`src/rtl/dbf_beam_sum.sv`:
```
// Beam combiner: pipelined adder tree over NCH channel products, round-half-up shift, range check.
// Optional build macro DBF_BEAM_SUM_SAT_EN: saturate out-of-range samples (default build wraps).
module dbf_beam_sum #(
  parameter int unsigned NCH   = 8,
  parameter int unsigned IN_W  = 33,
  parameter int unsigned OUT_W = 16
) (
  input  logic                  clk,
  input  logic                  rst,
  input  logic [NCH*IN_W-1:0]   data_inI,
  input  logic [NCH*IN_W-1:0]   data_inQ,
  input  logic [NCH-1:0]        data_in_valid,
  input  logic [4:0]            shift_sel,
  input  logic                  clear_flags,
  output logic [OUT_W-1:0]      beam_outI,
  output logic [OUT_W-1:0]      beam_outQ,
  output logic                  beam_out_valid,
  output logic                  ovf_flag,
  output logic                  vld_err_flag
);

  localparam int unsigned LOG    = $clog2(NCH);
  localparam int unsigned SUM_W  = IN_W + LOG;
  localparam int unsigned RW     = SUM_W + 1;
  localparam int unsigned NODES  = 2 * NCH - 1;
  localparam int unsigned SH_LIM = (SUM_W - 1 > 31) ? 31 : SUM_W - 1;
  localparam logic [4:0]  SH_MAX = 5'(SH_LIM);

  // Heap-ordered tree: node 0 is the root, leaves live at NCH-1 .. 2*NCH-2
  logic signed [SUM_W-1:0] node_i [NODES];
  logic signed [SUM_W-1:0] node_q [NODES];
  logic                    vld    [LOG+1];
  logic [4:0]              sh     [LOG+1];

  logic                    rnd_vld;
  logic signed [RW-1:0]    rnd_i;
  logic signed [RW-1:0]    rnd_q;

  logic                    accept_c;
  logic                    misalign_c;
  logic [4:0]              sh_in_c;
  logic signed [RW-1:0]    rnd_i_c;
  logic signed [RW-1:0]    rnd_q_c;
  logic                    ovf_i_c;
  logic                    ovf_q_c;
  logic [OUT_W-1:0]        out_i_c;
  logic [OUT_W-1:0]        out_q_c;

  function automatic logic signed [RW-1:0] round_shift(input logic signed [SUM_W-1:0] v,
                                                        input logic [4:0] s);
    logic signed [RW-1:0] t;
    t = RW'(v);
    if (s != 5'd0) t = t + (RW'(1) << (s - 5'd1));
    return t >>> s;
  endfunction

  function automatic logic out_of_range(input logic signed [RW-1:0] r);
    logic [RW-OUT_W:0] top;
    top = r[RW-1:OUT_W-1];
    return !((&top) || !(|top));
  endfunction

  function automatic logic [OUT_W-1:0] fit(input logic signed [RW-1:0] r);
`ifdef DBF_BEAM_SUM_SAT_EN
    logic [OUT_W-1:0] res;
    if (out_of_range(r))
      res = r[RW-1] ? {1'b1, {(OUT_W-1){1'b0}}} : {1'b0, {(OUT_W-1){1'b1}}};
    else
      res = r[OUT_W-1:0];
    return res;
`else
    return r[OUT_W-1:0];
`endif
  endfunction

  always_comb begin
    accept_c   = &data_in_valid;
    misalign_c = (|data_in_valid) && !accept_c;
    sh_in_c    = (32'(shift_sel) > SH_LIM) ? SH_MAX : shift_sel;
    rnd_i_c    = round_shift(node_i[0], sh[LOG]);
    rnd_q_c    = round_shift(node_q[0], sh[LOG]);
    ovf_i_c    = out_of_range(rnd_i);
    ovf_q_c    = out_of_range(rnd_q);
    out_i_c    = fit(rnd_i);
    out_q_c    = fit(rnd_q);
  end

  // Input capture and adder tree; shift amount and valid travel with the sample
  always_ff @(posedge clk) begin
    if (rst) begin
      for (int unsigned n = 0; n < NODES; n++) begin
        node_i[n] <= '0;
        node_q[n] <= '0;
      end
      for (int unsigned l = 0; l <= LOG; l++) begin
        vld[l] <= 1'b0;
        sh[l]  <= '0;
      end
    end else begin
      vld[0] <= accept_c;
      if (accept_c) begin
        sh[0] <= sh_in_c;
        for (int unsigned k = 0; k < NCH; k++) begin
          node_i[NCH-1+k] <= SUM_W'($signed(data_inI[k*IN_W +: IN_W]));
          node_q[NCH-1+k] <= SUM_W'($signed(data_inQ[k*IN_W +: IN_W]));
        end
      end
      for (int unsigned l = 1; l <= LOG; l++) begin
        vld[l] <= vld[l-1];
        if (vld[l-1]) sh[l] <= sh[l-1];
      end
      for (int unsigned d = 0; d < LOG; d++) begin
        if (vld[LOG-d-1]) begin
          for (int unsigned i = (32'd1 << d) - 32'd1; i < (32'd2 << d) - 32'd1; i++) begin
            node_i[i] <= node_i[2*i+1] + node_i[2*i+2];
            node_q[i] <= node_q[2*i+1] + node_q[2*i+2];
          end
        end
      end
    end
  end

  // Round stage
  always_ff @(posedge clk) begin
    if (rst) begin
      rnd_vld <= 1'b0;
      rnd_i   <= '0;
      rnd_q   <= '0;
    end else begin
      rnd_vld <= vld[LOG];
      if (vld[LOG]) begin
        rnd_i <= rnd_i_c;
        rnd_q <= rnd_q_c;
      end
    end
  end

  // Output stage and sticky flags; a set event beats a same-cycle clear
  always_ff @(posedge clk) begin
    if (rst) begin
      beam_outI      <= '0;
      beam_outQ      <= '0;
      beam_out_valid <= 1'b0;
      ovf_flag       <= 1'b0;
      vld_err_flag   <= 1'b0;
    end else begin
      beam_out_valid <= rnd_vld;
      if (rnd_vld) begin
        beam_outI <= out_i_c;
        beam_outQ <= out_q_c;
      end
      if (rnd_vld && (ovf_i_c || ovf_q_c)) ovf_flag <= 1'b1;
      else if (clear_flags)                ovf_flag <= 1'b0;
      if (misalign_c)       vld_err_flag <= 1'b1;
      else if (clear_flags) vld_err_flag <= 1'b0;
    end
  end

endmodule

```
`config.mk`:
```
export PLATFORM = sky130hd
export DESIGN_NAME = dbf_beam_sum
export DESIGN_NICKNAME = d
export VERILOG_FILES = /design/src/rtl/dbf_beam_sum.sv
export SDC_FILE = /design/constraint.sdc
export NUM_CORES = 2
export LEC_CHECK = 0
export CORE_UTILIZATION = 30
export DETAILED_ROUTE_END_ITERATION = 12
export GPL_TIMING_DRIVEN = 0
export SYNTH_ARGS = -nofsm -noshare
export SYNTH_HDL_FRONTEND = slang
export SYNTH_SLANG_ARGS = --single-unit
export TNS_END_PERCENT = 100
```
`constraint.sdc`:
```
create_clock -name clk -period 8.3 [get_ports clk]
set_input_delay 0.83 -clock clk [delete_from_list [all_inputs] [get_ports clk]]
set_output_delay 0.83 -clock clk [all_outputs]
set_load 0.03 [all_outputs]
```
==> results_tabular.tex <==
\begin{tabular}{lr}
\hline
Metric & Value \\
\hline
\multicolumn{2}{l}{\textbf{Drt}} \\
\quad Wire length on met2 & 126 mm \\
\quad Total vias in the final route & 64000 \\
\quad Highest routed layer & met5 \\
\quad Post-DR wirelength/cell & 23.6 um \\
\quad Post-detailed-route count of antenna-violating nets & 0 \\
\quad Sum of routed wire segments on met1 & 128 mm \\
\quad Met3 wire len & 18.0 mm \\
\quad Initial DRC count & 5539 \\
\quad Total detailed-routing wirelength & 284 mm \\
\quad Router iterations before antenna repair & 6 \\
\quad Via-per-instance ratio & 5.32 \\
\quad Drt drc & 0 \\
\multicolumn{2}{l}{\textbf{Critical path}} \\
\quad Worst Setup End Kind & flip-flop \\
\quad Depth of the critical timing path with buffers and inverters included & 20 \\
\quad R2r endpoint & rnd\_i[27]\$\_SDFFE\_PP0P\_ \\
\quad Slowest stage cell on the critical path & sky130\_fd\_sc\_hd\_\_a2111oi\_1 \\
\quad Critical path class & flip-flop to flip-flop \\
\quad Crit start category & flip-flop \\
\quad Delay of the slowest critical-path stage & 1020 ps \\
\quad Largest delay contributor family on the critical path & buffers and inverters \\
\quad Sum of buffers and inverters on the critical path & 7 \\
\quad Cells along the critical path & buf\_6 > buf\_4 > inv\_1 > clkbuf\_1 > buf\_1 > clkbuf\_1 > nand3\_1 > nor2\_1 > ha\_1 > buf\_2 > nand3\_1 > a2111oi\_1 > nor4\_1 > o21ai\_1 > xnor2\_1 > o21ai\_0 > a221o\_1 > mux2i\_1 > o21ai\_0 > a221o\_1 \\
\quad CP Data Arrival Time & 9070 ps \\
\quad Worst reg2reg startpoint & sh[0][17]\$\_SDFFCE\_PN0P\_ \\
\quad Worst-case reg-to-reg path depth & 20 \\
\quad Required time worst endpoint & 8980 ps \\
\quad Maximum fanout along the worst path & 10 \\
\quad Critical Path End & rnd\_i[27]\$\_SDFFE\_PP0P\_ \\
\quad Worst setup startpoint & sh[0][17]\$\_SDFFCE\_PN0P\_ \\
\quad Worst reg2reg setup slack & -90 ps \\
\multicolumn{2}{l}{\textbf{Synthesis}} \\
\quad Top cells by area, synth & sky130\_fd\_sc\_hd\_\_edfxtp\_1 (30\%), sky130\_fd\_sc\_hd\_\_dfxtp\_1 (12\%), sky130\_fd\_sc\_hd\_\_ha\_1 (8.8\%) \\
\quad Post-Synthesis Cell Area & 73000 sq um \\
\quad Most common flop cell mapped by yosys & sky130\_fd\_sc\_hd\_\_edfxtp\_1 \\
\quad Area fraction of the dominant cell type after synthesis & 0.297 \\
\quad Share of flip-flops with an asynchronous set or reset after synthesis & 0 \\
\quad Synthesized Nets & 9061 \\
\quad Number of distinct library cells after synthesis & 117 \\
\quad Most frequent cell after synthesis & sky130\_fd\_sc\_hd\_\_nand2\_1 \\
\quad Most numerous cell types in the synthesized netlist & sky130\_fd\_sc\_hd\_\_nand2\_1 (1006), sky130\_fd\_sc\_hd\_\_nor2\_1 (804), sky130\_fd\_sc\_hd\_\_a21oi\_1 (766) \\
\quad Yosys warns & 0 \\
\quad Synth Instances & 7989 \\
\quad Post-synthesis sequential area ratio & 0.419 \\
\quad Number of enable flip-flop cells after synthesis & 722 \\
\quad Syn Area/Cell & 9.13 sq um \\
\quad Cell type with the highest aggregate area in the netlist & sky130\_fd\_sc\_hd\_\_edfxtp\_1 \\
\quad Total of flip-flops plus latches after synthesis & 1166 \\
\multicolumn{2}{l}{\textbf{Status}} \\
\quad Violations in the final reports & setup timing \\
\quad Run status & finished, violations left \\
\multicolumn{2}{l}{\textbf{Hold path}} \\
\quad Worst Hold Launch & node\_q[1][89]\$\_SDFFE\_PP0P\_ \\
\quad Hold crit path type & flip-flop to flip-flop \\
\multicolumn{2}{l}{\textbf{Power and ir drop}} \\
\quad Internal Dissipation & 0.0106 W \\
\quad Combinational Power Share & 0.110 \\
\quad Switching power & 0.00365 W \\
\quad Relative contribution of the clock network to total power & 0.445 \\
\quad PD cells & 162 nW/um\^{}2 \\
\quad VDD IR-drop max & 204 uV \\
\quad Power Total & 0.0143 W \\
\quad Reg power frac & 0.445 \\
\quad Leakage dissipation & 33.8 nW \\
\quad Switching power as a share of total power & 0.256 \\
\multicolumn{2}{l}{\textbf{Clock tree}} \\
\quad Clk slew on worst S/H paths & 60 ps \\
\quad Maximum count of clock buffers along a single path & 3 \\
\quad Number of clock sinks & 1166 \\
\quad Number of buffers created by CTS & 137 \\
\quad Cell at the root of the clock tree & sky130\_fd\_sc\_hd\_\_clkbuf\_16 \\
\quad TritonCTS clock tree & built \\
\quad Clock insertion delay at the later pin of the skew report & 860 ps \\
\quad Post-CTS repair timing setup buffer count & 0 \\
\quad \# hold bufs at CTS & 0 \\
\quad Number of levels in the clock H-tree & 4 \\
\multicolumn{2}{l}{\textbf{Final layout}} \\
\quad Fraction of final layout cells with drive strength greater than 1 & 0.0525 \\
\quad Final cell area excluding filler cells & 88100 sq um \\
\quad Layout-stage area growth over the synthesis result & 20.7\% \\
\quad Count of nets after finishing & 9790 \\
\quad Number of filler instances in the final layout & 24200 \\
\multicolumn{2}{l}{\textbf{Global route}} \\
\quad Antenna violations before repair & 24 \\
\quad Remaining global-route overflow & 0 \\
\quad Pin count of the biggest net entering global routing & 69 \\
\quad First-pass GRT wire length & 408 mm \\
\quad Total routing resource utilization after global routing & 0.224 \\
\quad Via count of the first global-routing pass & 62200 \\
\multicolumn{2}{l}{\textbf{Timing}} \\
\quad Slew at the pin with the worst max-slew slack & 1360 ps \\
\quad Finish-stage setup viols & 1 \\
\quad Setup repair after global routing missed its margin & no \\
\quad Final critical-path share of the clock period & 1.01 \\
\quad Highest attainable clock frequency & 0.119 GHz \\
\quad Number of hold violations in the final report & 0 \\
\quad Slew Viols, Final & 0 \\
\quad Final min period & 8390 ps \\
\quad Worst clock skew & 83.6 ps \\
\quad Final WS setup & -90.3 ps \\
\quad Worst max-slew margin expressed relative to the limit & 0.0929 \\
\multicolumn{2}{l}{\textbf{Placement}} \\
\quad Port-buffer cells & 578 \\
\quad Placed cell area & 83200 sq um \\
\quad Global placement routability congestion & 0.982 \\
\quad Detailed placer's ending HPWL & 229 mm \\
\multicolumn{2}{l}{\textbf{Floorplan}} \\
\quad Die width & 495 um \\
\quad Num rows & 180 \\
\quad Placeable core region & 241000 sq um \\
\quad Io pins & 579 \\
\quad Die Outline Area & 245000 sq um \\
\quad Starting Density & 0.303 \\
\quad Die outline height & 495 um \\
\multicolumn{2}{l}{\textbf{Flow run}} \\
\quad Maximum capacitance violations & 0 \\
\hline
\end{tabular}
stage by stage:
step / cells / utilization / hold WS [ps] / setup slack, ps / TNS, ps
floorplan: 7989 / - / 420 / 1440 / 0
CTS: 12000 / 0.365 / 460 / 26.5 / 0
global placement: 11800 / 0.343 / 448 / -4160 / -1422880
global route: 12000 / 0.365 / 471 / 11.5 / 0
finish: 12000 / 0.365 / 460 / -90.3 / -90.3
detailed placement: 11800 / 0.345 / 452 / -2370 / -128370
sequential cells by signal, summed over array words and instances, names as in the netlist:
signal and flops:
node_q 516, rnd_q 37, beam_out_valid 1, vld 4
ovf_flag 1, rnd_i 37, sh 20, rnd_vld 1
beam_outI 16, node_i 516, beam_outQ 16, vld_err_flag 1
tightest hold or removal path, stage by stage, from the launching register on:
cell and delay, ps:
sky130_fd_sc_hd__dfxtp_1 310, sky130_fd_sc_hd__nand2_1 50, sky130_fd_sc_hd__a21oi_1 50
cell usage in the layout (no fill, tap or decap), types with 24 or more instances in the layout:
| cell type | instances |
|---|---|
| sky130_fd_sc_hd__a31oi_1 | 71 |
| sky130_fd_sc_hd__clkbuf_16 | 142 |
| sky130_fd_sc_hd__edfxtp_1 | 722 |
| sky130_fd_sc_hd__a21oi_1 | 766 |
| sky130_fd_sc_hd__mux2_2 | 25 |
| sky130_fd_sc_hd__nand2_1 | 1005 |
| sky130_fd_sc_hd__clkbuf_1 | 320 |
| sky130_fd_sc_hd__nor3_1 | 215 |
| sky130_fd_sc_hd__and2_1 | 295 |
| sky130_fd_sc_hd__nor2b_1 | 96 |
| sky130_fd_sc_hd__or3_1 | 57 |
| sky130_fd_sc_hd__inv_1 | 192 |
| sky130_fd_sc_hd__mux2i_1 | 102 |
| sky130_fd_sc_hd__o21ai_0 | 325 |
| sky130_fd_sc_hd__dfxtp_1 | 444 |
| sky130_fd_sc_hd__o21bai_1 | 60 |
| sky130_fd_sc_hd__xnor2_1 | 223 |
| sky130_fd_sc_hd__nor3b_1 | 36 |
| sky130_fd_sc_hd__xor2_1 | 177 |
| sky130_fd_sc_hd__o31ai_1 | 40 |
| sky130_fd_sc_hd__nand2b_1 | 96 |
| sky130_fd_sc_hd__clkdlybuf4s50_1 | 578 |
| sky130_fd_sc_hd__o21a_1 | 81 |
| sky130_fd_sc_hd__a211oi_1 | 102 |
| sky130_fd_sc_hd__or2_2 | 37 |
| sky130_fd_sc_hd__o211ai_1 | 63 |
| sky130_fd_sc_hd__nor4_1 | 31 |
| sky130_fd_sc_hd__ha_1 | 514 |
| sky130_fd_sc_hd__nor2_1 | 800 |
| sky130_fd_sc_hd__buf_1 | 24 |
| sky130_fd_sc_hd__a21o_1 | 189 |
| sky130_fd_sc_hd__and3_1 | 82 |
| sky130_fd_sc_hd__nand4_1 | 51 |
| sky130_fd_sc_hd__nand3_1 | 154 |
| sky130_fd_sc_hd__a21boi_0 | 29 |
layout make-up:
class | instances | area (sq um) | area share
Sequential cell | 1166 | 30600 | 0.347
Clock buffer | 190 | 3900 | 0.0443
Inverter | 195 | 732 | 0.00831
Antenna cell | 9 | 22.5 | 0.000256
Buffer | 365 | 1500 | 0.0171
Timing Repair Buffer | 594 | 6170 | 0.0701
Multi-Input combinational cell | 6259 | 40300 | 0.458
Clock inverter | 62 | 887 | 0.0101
Tap cell | 3185 | 3990 | 0.0452
power groups by stage:
stage	Clock, W	Sequential [W]	Combinational (W)
2_1_floorplan	0	0.00645	0.000853
3_3_place_gp	0	0.00652	0.00151
3_5_place_dp	0	0.00648	0.00154
4_1_cts	0.00648	0.00636	0.00155
5_1_grt	0.00668	0.00637	0.00168
6_report	0.00635	0.00636	0.00157
logic make-up (layout without fill, tap and decap cells):
kind of cell	Yosys count	after routing	synth area share
AOI/OAI and AO/OA	2120	2120	0.189
xor gates and xnor gates	402	402	0.0484
adders and majority gates	532	532	0.0925
buffers and inverters	564	1406	0.0300
DFF	1166	1166	0.419
muxes	146	146	0.0235
other	0	9	0
and+or+nand+nor	3059	3059	0.198
repair_timing:
action,in CTS,in global routing
gates resized for setup,37,7
setup endpoints to repair,74,40
cloned,0,0
how the worst min path moves through the flow:
| stage | end | depth (start not counted) |
|---|---|---|
| after floorplan | rnd_i[4]$_SDFFE_PP0P_ | 2 |
| after global placement | node_q[1][231]$_SDFFE_PP0P_ | 2 |
| after detailed placement | node_q[1][97]$_SDFFE_PP0P_ | 2 |
| after CTS | node_q[1][89]$_SDFFE_PP0P_ | 2 |
| after global routing | node_q[1][163]$_SDFFE_PP0P_ | 2 |
| final | node_q[1][89]$_SDFFE_PP0P_ | 2 |
routing by layer:
metal,GRT usage,vias up
li1,-,30600
met1,0.304,30800
met2,0.356,2241
met3,0.0358,413
met4,0.0880,8
met5,0,-
Note: power is estimated with default switching activity, not from simulation.
